--- config.mk ---
export PLATFORM = sky130hd
export DESIGN_NAME = fifo_wr_arbiter
export DESIGN_NICKNAME = d
export VERILOG_FILES = /design/src/rtl/fifo_wr_arbiter.sv
export SDC_FILE = /design/constraint.sdc
export NUM_CORES = 1
export LEC_CHECK = 0
export ABC_AREA = 1
export BUFFER_PORTS_ARGS = -buffer_cell sky130_fd_sc_hd__buf_2
export CAP_MARGIN = 15
export CORE_UTILIZATION = 41
export CTS_CLUSTER_DIAMETER = 40
export DETAILED_ROUTE_END_ITERATION = 10
export GPL_ROUTABILITY_DRIVEN = 0
export PLACE_DENSITY_LB_ADDON = 0.3
export REMOVE_ABC_BUFFERS = 1
export SLEW_MARGIN = 20
export SYNTH_ARGS = -nofsm -noshare
export SYNTH_HDL_FRONTEND = slang
export SYNTH_SLANG_ARGS = --single-unit
--- constraint.sdc ---
create_clock -name clk -period 3.6 [get_ports clk]
set_input_delay 0.72 -clock clk [delete_from_list [all_inputs] [get_ports clk]]
set_output_delay 0.72 -clock clk [all_outputs]
set_load 0.1 [all_outputs]
--- src/rtl/fifo_wr_arbiter.sv ---
// Two-producer write-port arbiter for a single fifo: round-robin grants with bounded bursts.
// Define FIFO_ARB_FIXED_PRIO_EN to make producer 0 win every arbitration point instead.
module fifo_wr_arbiter #(
   parameter int B         = 3,
   parameter int MAX_BURST = 4
) (
   input  logic         clk,
   input  logic         reset,
   input  logic         req0,
   input  logic [B-1:0] data0,
   output logic         ack0,
   input  logic         req1,
   input  logic [B-1:0] data1,
   output logic         ack1,
   input  logic         full,
   output logic         fifo_wr,
   output logic [B-1:0] fifo_w_data,
   output logic [1:0]   grant
);

   typedef enum logic [1:0] {
      IDLE = 2'b00,
      OWN0 = 2'b01,
      OWN1 = 2'b10
   } state_t;

   localparam logic [7:0] LAST_BEAT = 8'(MAX_BURST - 1);

   state_t     state, state_n;
   logic [7:0] cnt, cnt_n;
   logic       own_req, oth_req;
   logic       win_vld, win;
   logic       rearb;
`ifndef FIFO_ARB_FIXED_PRIO_EN
   logic       last, last_n;
`endif

   // State register: grant is the state encoding itself, so it is registered.
   always_ff @(posedge clk) begin
      if (reset) begin
         state <= IDLE;
         cnt   <= 8'd0;
`ifndef FIFO_ARB_FIXED_PRIO_EN
         last  <= 1'b1;
`endif
      end else begin
         state <= state_n;
         cnt   <= cnt_n;
`ifndef FIFO_ARB_FIXED_PRIO_EN
         last  <= last_n;
`endif
      end
   end

   // Winner of an arbitration point evaluated against the current requests.
   always_comb begin
      own_req = (state == OWN1) ? req1 : req0;
      oth_req = (state == OWN1) ? req0 : req1;
      win_vld = req0 | req1;
`ifdef FIFO_ARB_FIXED_PRIO_EN
      win = ~req0;
`else
      if (state == IDLE)
         win = (req0 & req1) ? ~last : ~req0;
      else if (oth_req)
         win = (state == OWN0);
      else
         win = (state == OWN1);
`endif
   end

   // Next state: stalls on full freeze everything; bursts end on the last beat or a dropped req.
   always_comb begin
      state_n = state;
      cnt_n   = cnt;
      rearb   = 1'b0;
`ifndef FIFO_ARB_FIXED_PRIO_EN
      last_n  = last;
`endif
      if (state == IDLE) begin
         rearb = 1'b1;
      end else if (own_req & ~full) begin
         if (cnt == LAST_BEAT)
            rearb = 1'b1;
         else
            cnt_n = cnt + 8'd1;
      end else if (~own_req) begin
         rearb = 1'b1;
      end

      if (rearb) begin
         cnt_n = 8'd0;
         if (win_vld) begin
            state_n = win ? OWN1 : OWN0;
`ifndef FIFO_ARB_FIXED_PRIO_EN
            last_n  = win;
`endif
         end else begin
            state_n = IDLE;
         end
      end
   end

   always_comb begin
      grant       = state;
      ack0        = state[0] & req0 & ~full;
      ack1        = state[1] & req1 & ~full;
      fifo_wr     = ack0 | ack1;
      fifo_w_data = state[1] ? data1 : data0;
   end

endmodule

== Word level (Yosys, flattened, before mapping) ==
Cells that the tools add are included.
W data, S select, Z words.
Word-level totals
  register bits: 11
  bits of input ports: 11
  output and inout port bits: 8
  logic and storage cells: 36
Operators by class
  $add $sub $neg: 1
  eq/ne operators: 3
  multiplexer cells: 12
  bitwise operators: 13
  reduce and logical (&&, ||, !) cells: 4
Operators with widths (number)
  $mux W1: 9
  $add A8 B1 Y8 const B: 1
  $eq A8 B2 Y1 const B: 1
  $and A1 B1 Y1: 6
  $not A1 Y1: 5
  $mux W2: 2
  $mux W3: 1
  $reduce_and A3 Y1: 1
  $eq A2 B1 Y1 const B: 1
  $eq A2 B2 Y1 const B: 1
  $logic_not A2 Y1: 1
  $or A1 B1 Y1: 2
  $reduce_and A2 Y1: 1
  $reduce_or A2 Y1: 1

== Depth between registers and ports, before layout ==
  depth in word-level cells: 6
  depth in mapped cells: 9

== Worst setup path after synthesis ==
No wires, ideal clock.
  path kind: reg-to-output
  from: reg state[0] (netlist: grant[0])
  to: out fifo_wr
  arrival time: 2747 ps
  data required time: 2880 ps
  slack: 133 ps
  cell stages (with the launch flop): 3
  buffers on the path: 0
  cell sequence: dfxtp_1 nand2_1 a21oi_1
On the way
  longest elaborated chain between the ends: 3
RTL lines
  start, declared: line 29  | state_t state, state_n;
  start signal, assigned: line 47  | state <= state_n;
  $and A1 B1 Y1 (2 in a row): line 106  | ack0 = state[0] & req0 & ~full;
  $or A1 B1 Y1: line 108  | fifo_wr = ack0 | ack1;
  end, declared: line 16  | output logic fifo_wr,
No other way between the ends.

== Worst setup path after layout ==
  from: in req1
  to: out fifo_wr
On the way
  longest elaborated chain between the ends: 3
RTL lines
  start, declared: line 12  | input logic req1,
  $and A1 B1 Y1 (2 in a row): line 107  | ack1 = state[1] & req1 & ~full;
  $or A1 B1 Y1: line 108
No other way between the ends.

==> flow_summary.toml <==
[finish]
finish.instance_area_um2 = 878
multi_input_area_um2 = 469
seq_area_um2 = 220
final_cells = 163
num_antenna_cells = 0
fill_cells = 183
final_util = 0.509
drive_gt1_frac = 0.225
final_net_count = 151
area_delta_synth_final_pct = 16.0

[setup_path]
worstPathRequired_ns = 2.88
path_max_fanout = 3
critPathCaptureType = "output pin"
startpoint_type = "primary input"
critPathArrivalTime_ns = 1.47
path_class = "primary input to output pin"
rrSetupSlack_ns = 1.82

[route]
vias_per_cell = 4.80
ant_nets = 0
vias = 782
drt_first_pass_iters = 4
routedWlPerCell_um = 9.50
first_iter_violations = 16
route.detailed.drc = 0
routed_wl_mm = 1.55

[power_and_ir_drop]
intPower_mw = 0.190
p_seq_frac = 0.392
p_sw_frac = 0.432
powerDensity_mw_per_mm2 = 381
power_switching_mw = 0.145
cellLeakagePower_nw = 0.373
ir_worst_vdd_mv = 0.325
pwr-share-clk = 0.261
power_frac_comb = 0.347

[yosys]
synth_top_area_cell = "dfxtp_1"
ys_seq_area_frac = 0.291
postSynthAreaPerCell_um2 = 6.36
syn_inst = 119
synth-seq-cells = 11
yosysWarnings = 0
synth_area_leaders = "dfxtp_1 29%, nand2_1 19%, nand3_1 11%"
syn_area_um2 = 757
post_synth_num_cell_types = 20
synth_top_area_frac = 0.291

[die]
die_h_um = 45.0
die_area_mm2 = 0.00202
initial_core_util = 0.438
boundaryPins = 19
fp-row-count = 15
core-area_mm2 = 0.00173
die_x_um = 45.0

[sta]
worst_slew_pin_slew_ns = 0.607
finClkSkew_ns = 0.00157
hold_violations = 0
fin_crit_ns = 2.19
setup_tns_ns = 0
clock.fmax_mhz = 457
timing.final.crit_share = 0.608
setup_ws_ns = 1.41
finalSetupViolCount = 0
slew_headroom = 0.595
drv_slew = 0
rsz0062_at_grt = "no"

[flow_run]
drv_cap = 0

[place]
numPortBuffers = 18
hpwl_mm = 1.17
place_inst = 159
place_area_um2 = 852
dp_slack_ns = 1.41

[cts]
cts_setup_buffers = 0
insertion_delay_ns = 0.27
h-tree-depth = 1
hold_buffers = 0
clock_sinks = 11
numCtsBuffers = 3
clock-root-buffer = "clkbuf_4"
cts_buffer_depth = 2
cts_tree = "yes"
clkTransAtPathRegs_ns = 0.08
cts-resized-gates = 0

[global_routing]
grt_max_degree = 13
track_usage = 0.177
grt_pass1_wl_mm = 2.64
grt_pass1_vias = 646
antenna_found_initial = 0
grt_remaining_overflow = 0

[min_path]
worstHoldPathType = "flip-flop to flip-flop"

[status]
status = "completed"
[final timing paths]
path	endpoint	cells after the start	from
setup / recovery	fifo_wr	4	req1
hold / removal	last	2	last
setup reg to reg	cnt[7]	5	grant[1]
hold reg to reg	last	2	last
[cells in the mapped netlist]
cell     count
nand2_1     39
nand3_1     16
a21oi_1     11
dfxtp_1     11
inv_1       11
nor2_1      11
o21ai_2      3
xor2_1       3
buf_4        2
nand2_2      2
buf_6        1
ha_1         1
nand2_4      1
nand3_4      1
nand4_1      1
nor2_2       1
nor2_4       1
nor3_1       1
o21ai_0      1
or2_2        1
[cell type report]
cell class                      count  area share
Tap cell                           25      0.0356
Inverter                           11      0.0470
Timing Repair Buffer               18       0.103
Clock buffer                        4      0.0299
Sequential cell                    11       0.251
Multi-Input combinational cell     94       0.534
[registers in the layout (all words and copies together), names as in the netlist]
register  flops
cnt           8
grant         2
last          1
[per-layer routing]
metal	track usage	up-vias	part of all wire
met5	0	-	0
met4	0.0727	0	0.017
met3	0.0360	5	0.030
met2	0.290	14	0.48
met1	0.225	340	0.47
li1	-	423	-
[power groups by stage]
stage	logic [mW]	registers, mW	clock network [mW]
after CTS	0.117	0.131	0.0888
after detailed placement	0.116	0.134	0
after global routing	0.124	0.132	0.0938
after global placement	0.116	0.134	0
after floorplan	0.0767	0.152	0
final	0.116	0.131	0.0875
[cell families (layout without fill, tap and decap cells)]
kind of cell,Yosys count,count (layout),share of synthesized area
xor gates and xnor gates,3,3,0.0347
DFF,11,11,0.291
buffers and inverters,14,33,0.0892
adders and majority gates,1,1,0.0165
and+or+nand+nor,75,75,0.455
AOI/OAI and AO/OA,15,15,0.114
[worst max-delay path, stage by stage]
cell and delay (ns):
buf_2 0.10, nand2_2 0.07, a21oi_1 0.14, buf_2 0.43
[per-stage QoR]
stage | power (mW) | hold slack, ns
2_1_floorplan | 0.228 | 0.426
3_3_place_gp | 0.250 | 0.443
3_5_place_dp | 0.250 | 0.451
4_1_cts | 0.336 | 0.463
5_1_grt | 0.350 | 0.499
6_report | 0.335 | 0.457
[placed cells by master, fill, tap and decap left out]
| cell | instances |
|---|---|
| nand2_1 | 39 |
| buf_2 | 18 |
| nand3_1 | 16 |
| inv_1 | 11 |
| nor2_1 | 11 |
| a21oi_1 | 11 |
| dfxtp_1 | 11 |
| xor2_1 | 3 |
| o21ai_2 | 3 |
| clkbuf_4 | 3 |
| nand2_2 | 2 |
| nor2_4 | 1 |
| nor2_2 | 1 |
| nor3_1 | 1 |
| nand2_4 | 1 |
| nand3_4 | 1 |
| or2_2 | 1 |
| nand4_1 | 1 |
| o21ai_0 | 1 |
| ha_1 | 1 |
| clkbuf_1 | 1 |
Power figures use the tool's default switching activity.
